File: config.mk
export PLATFORM = sky130hd
export DESIGN_NAME = control_puntaje
export DESIGN_NICKNAME = d
export VERILOG_FILES = /design/src/rtl/control_puntaje.sv
export SDC_FILE = /design/constraint.sdc
export NUM_CORES = 1
export LEC_CHECK = 0
export CORE_ASPECT_RATIO = 0.9
export CORE_UTILIZATION = 50
export CTS_BUF_LIST = sky130_fd_sc_hd__clkbuf_4
export CTS_CLUSTER_SIZE = 40
export DETAILED_ROUTE_END_ITERATION = 16
export PLACE_DENSITY = 0.83
export SLEW_MARGIN = 40
export SYNTH_ARGS = -nofsm -noshare
export SYNTH_HDL_FRONTEND = slang
export SYNTH_SLANG_ARGS = --single-unit
File: constraint.sdc
create_clock -name clk -period 12.67 [get_ports clk]
set_input_delay 1.267 -clock clk [delete_from_list [all_inputs] [get_ports clk]]
set_output_delay 1.267 -clock clk [all_outputs]
set_load 0.005 [all_outputs]
File: src/rtl/control_puntaje.sv
// Rhythm-game scoring controller: song FSM, 4-lane round-robin hit
// arbiter, combo-weighted saturating score, best-score tracking and an
// alternating score/best-score display during the end-of-song screen.
module control_puntaje #(
  parameter int BLINK_W = 8
) (
  input  logic        clk,
  input  logic        reset,
  input  logic        start,
  input  logic        fin,
  input  logic [3:0]  golpe_req,
  input  logic [7:0]  golpe_calidad,
  output logic [3:0]  golpe_ack,
  output logic [12:0] puntuacion,
  output logic [12:0] puntuacion_max,
  output logic [12:0] puntuacion_display,
  output logic [3:0]  combo,
  output logic [1:0]  estado
);

  typedef enum logic [1:0] {
    IDLE  = 2'b00,
    JUEGO = 2'b01,
    FIN   = 2'b10
  } estado_t;

  localparam logic [12:0] SCORE_SAT = 13'h1FFF;

  estado_t            estado_q;
  logic [1:0]         ptr_q;
  logic [12:0]        punt_q;
  logic [12:0]        max_q;
  logic [3:0]         combo_q;
  logic [BLINK_W-1:0] cnt_q;

  logic [3:0]  grant;
  logic [1:0]  win;
  logic [1:0]  idx;
  logic        hit;
  logic [1:0]  cal;
  logic [2:0]  base;
  logic [2:0]  mult;
  logic [4:0]  pts;
  logic [13:0] sum;
  logic [12:0] punt_nxt;
  logic [3:0]  combo_nxt;

  // Round-robin pick: first requesting lane at or after the pointer, only while playing
  always_comb begin
    grant = 4'b0000;
    win   = ptr_q;
    idx   = 2'b00;
    hit   = 1'b0;
    if (estado_q == JUEGO) begin
      for (int i = 0; i < 4; i++) begin
        idx = ptr_q + 2'(i);
        if (!hit && golpe_req[idx]) begin
          hit = 1'b1;
          win = idx;
        end
      end
    end
    if (hit) grant[win] = 1'b1;
  end

  // Points for the winning lane; multiplier uses the combo before this hit
  always_comb begin
    cal = golpe_calidad[{win, 1'b0} +: 2];
    unique case (cal)
      2'b00:   base = 3'd0;
      2'b01:   base = 3'd1;
      2'b10:   base = 3'd2;
      default: base = 3'd4;
    endcase
    mult      = {1'b0, combo_q[3:2]} + 3'd1;
    pts       = 5'(base) * 5'(mult);
    sum       = {1'b0, punt_q} + {9'd0, pts};
    punt_nxt  = (sum > {1'b0, SCORE_SAT}) ? SCORE_SAT : sum[12:0];
    combo_nxt = (cal == 2'b00) ? 4'd0 :
                (combo_q == 4'd15) ? 4'd15 : combo_q + 4'd1;
  end

  // Song FSM with scoring, pointer, best-score and blink-counter state
  always_ff @(posedge clk or posedge reset) begin
    if (reset) begin
      estado_q <= IDLE;
      ptr_q    <= 2'd0;
      punt_q   <= '0;
      max_q    <= '0;
      combo_q  <= '0;
      cnt_q    <= '0;
    end else begin
      cnt_q <= '0;
      case (estado_q)
        IDLE: begin
          if (start) begin
            estado_q <= JUEGO;
            punt_q   <= '0;
            combo_q  <= '0;
          end
        end
        JUEGO: begin
          // a hit granted together with fin is still scored on this edge
          if (hit) begin
            punt_q  <= punt_nxt;
            combo_q <= combo_nxt;
            ptr_q   <= win + 2'd1;
          end
          if (fin) estado_q <= FIN;
        end
        FIN: begin
          // score is frozen in FIN, so repeating the compare is harmless
          if (punt_q > max_q) max_q <= punt_q;
          if (start) begin
            estado_q <= JUEGO;
            punt_q   <= '0;
            combo_q  <= '0;
          end else begin
            cnt_q <= cnt_q + 1'b1;
          end
        end
        default: estado_q <= IDLE;
      endcase
    end
  end

  assign golpe_ack          = grant;
  assign puntuacion         = punt_q;
  assign puntuacion_max     = max_q;
  assign combo              = combo_q;
  assign estado             = estado_q;
  assign puntuacion_display = (estado_q == FIN && cnt_q[BLINK_W-1]) ? max_q : punt_q;

endmodule

* Word-level counts from Yosys, hierarchy flattened
Index checks and enable logic that the tools add are counted.
** Operators by class
- $add $sub $neg :: 8
- $mul :: 1
- Eq/ne operators :: 8
- Shift operators :: 1
- Multiplexer cells :: 39
- $lt $le $gt $ge :: 8
- Reductions and logical operators :: 16
** Operator list (number)
- 2-to-1 mux 13 bit :: 4
- one-hot mux 13 bit (2 select lines) :: 1
- 2-to-1 mux 4 bit :: 5
- 2-to-1 mux 8 bit :: 2
- < comparator 2 x 3 -> 1 bit (second input constant) :: 5
- adder 13 x 5 -> 14 bit :: 1
- > comparator 14 x 13 -> 1 bit (second input constant) :: 1
- > comparator 13 bit :: 1
- 2-to-1 mux 1 bit :: 13
- 2-to-1 mux 2 bit :: 6
- one-hot mux 3 bit (3 select lines) :: 1
- adder 8 x 1 -> 8 bit (second input constant) :: 1
- binary-select mux 1 bit (select 2 bit) :: 4
- one-hot mux 4 bit (2 select lines) :: 1
- variable part select 8 x 4 -> 2 bit :: 1
- AND reduction 2 bit :: 3
- logical AND 1 bit :: 5
- multiplier 3 x 3 -> 5 bit :: 1
- adder 2 x 1 -> 2 bit (second input constant) :: 2
- adder 2 bit (second input constant) :: 2
- adder 4 x 1 -> 4 bit (second input constant) :: 1
- equality test 2 x 1 -> 1 bit (second input constant) :: 2
- equality test 2 bit (second input constant) :: 2
- equality test 4 bit (second input constant) :: 1
- other kinds (11) :: 15
** Word-level totals
- Output and inout bits :: 49
- Register bits :: 42
- Logic and storage cells :: 87
- Input port bits :: 16

* Depth between registers and ports, before layout
- Word-level depth :: 25
- Depth in mapped cells :: 21
- Gate-level depth less buffers :: 20

* Worst setup path after synthesis
Ideal clock, no wire load.
- Path kind :: input to register
- From :: input golpe_req[1]
- To :: register punt_q[10], in the netlist puntuacion[10]
- Cell stages on the path :: 20
- Path slack :: 7061 ps
- Required time :: 12587 ps
- Library setup time :: 83 ps
- Buffers on the path :: 0
- Arrival :: 5527 ps
- Path through :: nor4b_1 -> nor4_2 -> a21oi_1 -> mux2i_4 -> mux2_4 -> mux2i_1 -> nand2b_1 -> fa_1 -> inv_1 -> ha_1 -> fa_1 -> xnor2_1 -> xnor2_1 -> ha_1 -> nand2_1 -> o21ai_0 -> nand2b_1 -> or2_2 -> o31a_1 -> o21ai_0
** Between the ends
- Word-level cells in the longest chain between the ends :: 25
- Elaborated cells between the ends (all ways) :: 39
- Classes of those cells :: add/sub: 1; mul: 1; order compare: 1; eq/ne: 3; shift: 1; mux: 24; reduce/logical: 8
** Ends and longest elaborated chain
- from (decl) :: RTL line 11 : input logic [3:0] golpe_req,
- binary-select mux 1 bit (select 2 bit) :: RTL line 57 : if (!hit && golpe_req[idx]) begin
- 2-to-1 mux 1 bit (implied by the code) :: RTL line 57
- 2-to-1 mux 1 bit :: RTL line 57
- 2-to-1 mux 1 bit :: RTL line 54 : if (estado_q == JUEGO) begin
- logical NOT 1 bit :: RTL line 57
- logical AND 1 bit :: RTL line 57
- 2-to-1 mux 1 bit :: RTL line 57
- 2-to-1 mux 1 bit :: RTL line 54
- [... 9 more ...]
- equality test 2 bit (tied with other cells) :: RTL line 69 : unique case (cal)
- one-hot mux 3 bit (3 select lines) :: RTL line 69
- multiplier 3 x 3 -> 5 bit :: RTL line 76 : pts = 5'(base) * 5'(mult);
- adder 13 x 5 -> 14 bit :: RTL line 77 : sum = {1'b0, punt_q} + {9'd0, pts};
- > comparator 14 x 13 -> 1 bit :: RTL line 78 : punt_nxt = (sum > {1'b0, SCORE_SAT}) ? SCORE_SAT : sum[12:0];
- 2-to-1 mux 13 bit :: RTL line 78
- 2-to-1 mux 13 bit :: RTL line 104 : if (hit) begin
- one-hot mux 13 bit (2 select lines) :: RTL line 94 : case (estado_q)
- to (signal assigned) :: RTL line 105 : punt_q <= punt_nxt;
- to (decl) :: RTL line 31 : logic [12:0] punt_q;
Parallel ways exist; a longest one is shown, timed or not. The select of a mux whose other input is x is not followed.
A chain may end at the register's enable or synchronous reset.

* Final worst setup path
Same ends and word-level chain as after synthesis.

==> flow_metrics.py <==
metrics = {
    "route": {
        "vias": 2919,
        "dr.pass1.iters": 4,
        "route.final.wire_length_um": 7500,
        "drt_iter0_drc": 177,
        "routedWlPerCell_um": 14.4,
        "drc": 0,
        "viasPerCell": 5.60,
        "ant_nets": 0,
    },
    "global_routing": {
        "grt_use_met1_pct": 30.9,
        "met2_usage_pct": 37.7,
        "busiest_layer": "met2",
        "globalRouteTotalUtil_pct": 23.0,
        "grt_start_max_net_pins": 43,
        "met3_usage_pct": 4.31,
        "grt_antenna_before_repair": 0,
        "gr-total-overflow": 0,
        "grt_pass1_wl_um": 12500,
        "grt_pass1_vias": 2734,
    },
    "sta": {
        "tightestPinTransition_ns": 0.753,
        "relSlewSlack_pct": 49.8,
        "setup_tns_ns": 0,
        "finalCritPeriodShare_pct": 50.2,
        "finalClockSkew_ns": 0.0115,
        "final-setup-viol-count": 0,
        "finalHoldViolations": 0,
        "rsz0062_at_grt": "no",
        "final_max_slew_viol_count": 0,
        "worst_slack_ns": 6.31,
        "max_freq_ghz": 0.157,
        "fin_crit_ns": 6.36,
    },
    "synth": {
        "synthCells": 370,
        "ys_seq_elements": 42,
        "synth-async-reset-ratio_pct": 100,
        "avgSynthCellArea_sq_um": 8.74,
        "yosys_most_used_dff": "dfrtp_1",
        "syn_nets": 418,
        "synth.cell_area_sq_mm": 0.00324,
        "synth_seq_area_share_pct": 32.5,
        "synth_edf_count": 0,
        "yosys_warnings": 0,
        "synth_cell_type_count": 50,
    },
    "clocking": {
        "cts_buffer_depth": 2,
        "cts_resized": 0,
        "h-tree-depth": 2,
        "postCtsSetupBuffers": 0,
        "root_buffer": "clkbuf_4",
        "cts_sinks": 42,
        "ctsHoldBuffers": 0,
        "cts_tree": "built",
        "worstSkewPairLatency_ns": 0.37,
        "clk_pin_slew_ns": 0.14,
        "cts_inserted_buffers": 5,
    },
    "critical_path": {
        "start_kind": "input pin",
        "crit_arrival_ns": 6.65,
        "crit_path_max_fanout": 7,
        "worst-endpoint-required_ns": 12.96,
        "critPathMaxStageDelay_ns": 0.58,
        "critPathKind": "in2reg",
        "crit_chain": "clkdlybuf4s50_1, nor4b_1, nor4_2, a21oi_1, mux2i_4, mux2_4, mux2i_1, nand2b_1, fa_1, inv_1, ha_1, fa_1, xnor2_1, xnor2_1, ha_1, nand2_1, o21ai_0, nand2b_1, or2_2, o31a_1, o21ai_0",
        "slowest_stage": "nor4_2",
        "end_kind": "register",
    },
    "pwr": {
        "power.density_mw_per_mm2": 141,
        "p_leak_uw": 0.00181,
        "ir_drop_v": 0.0000800,
    },
    "floorplanning": {
        "dieWidth_um": 86.8,
        "boundaryPins": 65,
        "die_area_sq_mm": 0.00680,
        "rows": 27,
        "start_util_pct": 52.3,
        "die_h_um": 78.3,
        "core_sq_mm": 0.00618,
    },
    "status": {
        "status": "completed",
    },
    "placed_design": {
        "placement.io_buffers": 64,
        "dp_hpwl_um": 5780,
        "pre_cts_slack_ns": 5.93,
        "finalWeightedCongestion": 0.860,
    },
    "layout": {
        "syn_to_final_growth_pct": 24.9,
        "nets": 481,
        "diodes": 0,
        "drive_above_1_share_pct": 7.14,
    },
    "hold_path": {
        "hold_class": "reg2reg",
    },
    "run": {
        "timing.max_cap.violations": 0,
    },
}
state kept, by name (all words and copies together) (netlist names):
signal	cells
cnt_q	8
ptr_q	2
puntuacion_max	13
estado	2
puntuacion	13
combo	4
placed cells by master, fill, tap and decap left out, types with 9 or more instances in the layout:
cell	n
a21oi_1	20
clkdlybuf4s50_1	64
dfrtp_1	42
ha_1	29
inv_1	26
mux2_2	11
nand2_1	51
nand2b_1	9
nand3_1	13
nor2_1	17
nor2b_1	12
o21ai_0	35
routing by layer:
| metal | wire (um) | vias to the layer above |
|---|---|---|
| li1 | - | 1441 |
| met1 | 3590 | 1371 |
| met2 | 3510 | 96 |
| met3 | 322 | 11 |
| met4 | 76 | 0 |
| met5 | 0 | - |
Yosys cell counts, drive strengths merged, types with 6 or more instances:
| master | number | area (sq um) |
|---|---|---|
| a21o | 8 | 60.1 |
| a21oi | 20 | 100 |
| and2 | 8 | 50.1 |
| clkbuf | 7 | 26.3 |
| dfrtp | 42 | 1050 |
| ha | 29 | 363 |
| inv | 26 | 97.6 |
| mux2 | 13 | 154 |
| mux2i | 9 | 103 |
| nand2 | 51 | 191 |
| nand2b | 9 | 56.3 |
| nand3 | 13 | 65.1 |
| nor2 | 17 | 63.8 |
| nor2b | 12 | 75.1 |
| o21ai | 38 | 201 |
| xnor2 | 6 | 52.6 |
logic make-up (layout without fill, tap and decap cells):
logic type	Yosys count	count (layout)	share of synthesized area [%]
xor gates and xnor gates	11	11	2.98
and+or+nand+nor	132	132	20.8
DFF	42	42	32.5
buffers and inverters	37	101	4.45
muxes	22	22	7.93
adders and majority gates	32	32	13.1
AOI/OAI and AO/OA	94	94	18.3
layout make-up:
class                   count  area [sq um]
repair buffers             67           663
clock inverters             3          43.8
flip-flops and latches     42          1050
multi-input cells         291          2040
inverters                  26          97.6
well taps                  87           109
fillers                   520          2140
clock buffers               5          37.5
power by group:
| group | leakage (uW) | switching (uW) | internal, uW |
|---|---|---|---|
| registers | 0.000572 | 31.8 | 153 |
| logic | 0.00119 | 147 | 148 |
| clock network | 0.0000456 | 48.8 | 41.9 |
| total | 0.00181 | 227 | 343 |
stage by stage:
step	instances	hold slack, ns	utilization (%)	cell area (sq um)	total power, uW
3_3_place_gp	513	0.476	64.1	3960	468
4_1_cts	521	0.500	65.4	4040	571
3_5_place_dp	513	0.482	64.1	3960	479
6_report	521	0.500	65.4	4040	570
2_1_floorplan	370	0.447	-	3240	375
5_1_grt	521	0.529	65.4	4040	614
final timing paths:
path | depth (start not counted) | end | slack [ns] | startpoint
setup / recovery | 21 | puntuacion[10]$_DFFE_PP0P_ | 6.31 | golpe_req[1]
hold / removal | 1 | cnt_q[0]$_DFF_PP0_ | 0.50 | cnt_q[0]$_DFF_PP0_
setup reg to reg | 20 | puntuacion[10]$_DFFE_PP0P_ | 6.98 | ptr_q[0]$_DFFE_PP0P_
hold reg to reg | 1 | cnt_q[0]$_DFF_PP0_ | 0.50 | cnt_q[0]$_DFF_PP0_
max in group asynchronous | 3 | combo[0]$_DFFE_PP0P_ | 10.99 | reset
min in group asynchronous | 3 | cnt_q[5]$_DFF_PP0_ | 1.30 | reset
worst max-delay path: cells and delay by family:
kind / cells / cell delay, ns
simple gates: 6 / 1.46
mux: 3 / 0.84
buf+inv: 2 / 0.54
xor+xnor: 2 / 0.31
fa+ha+maj: 4 / 1.37
compound gates: 4 / 0.84
(Power assumes the default switching activity.)
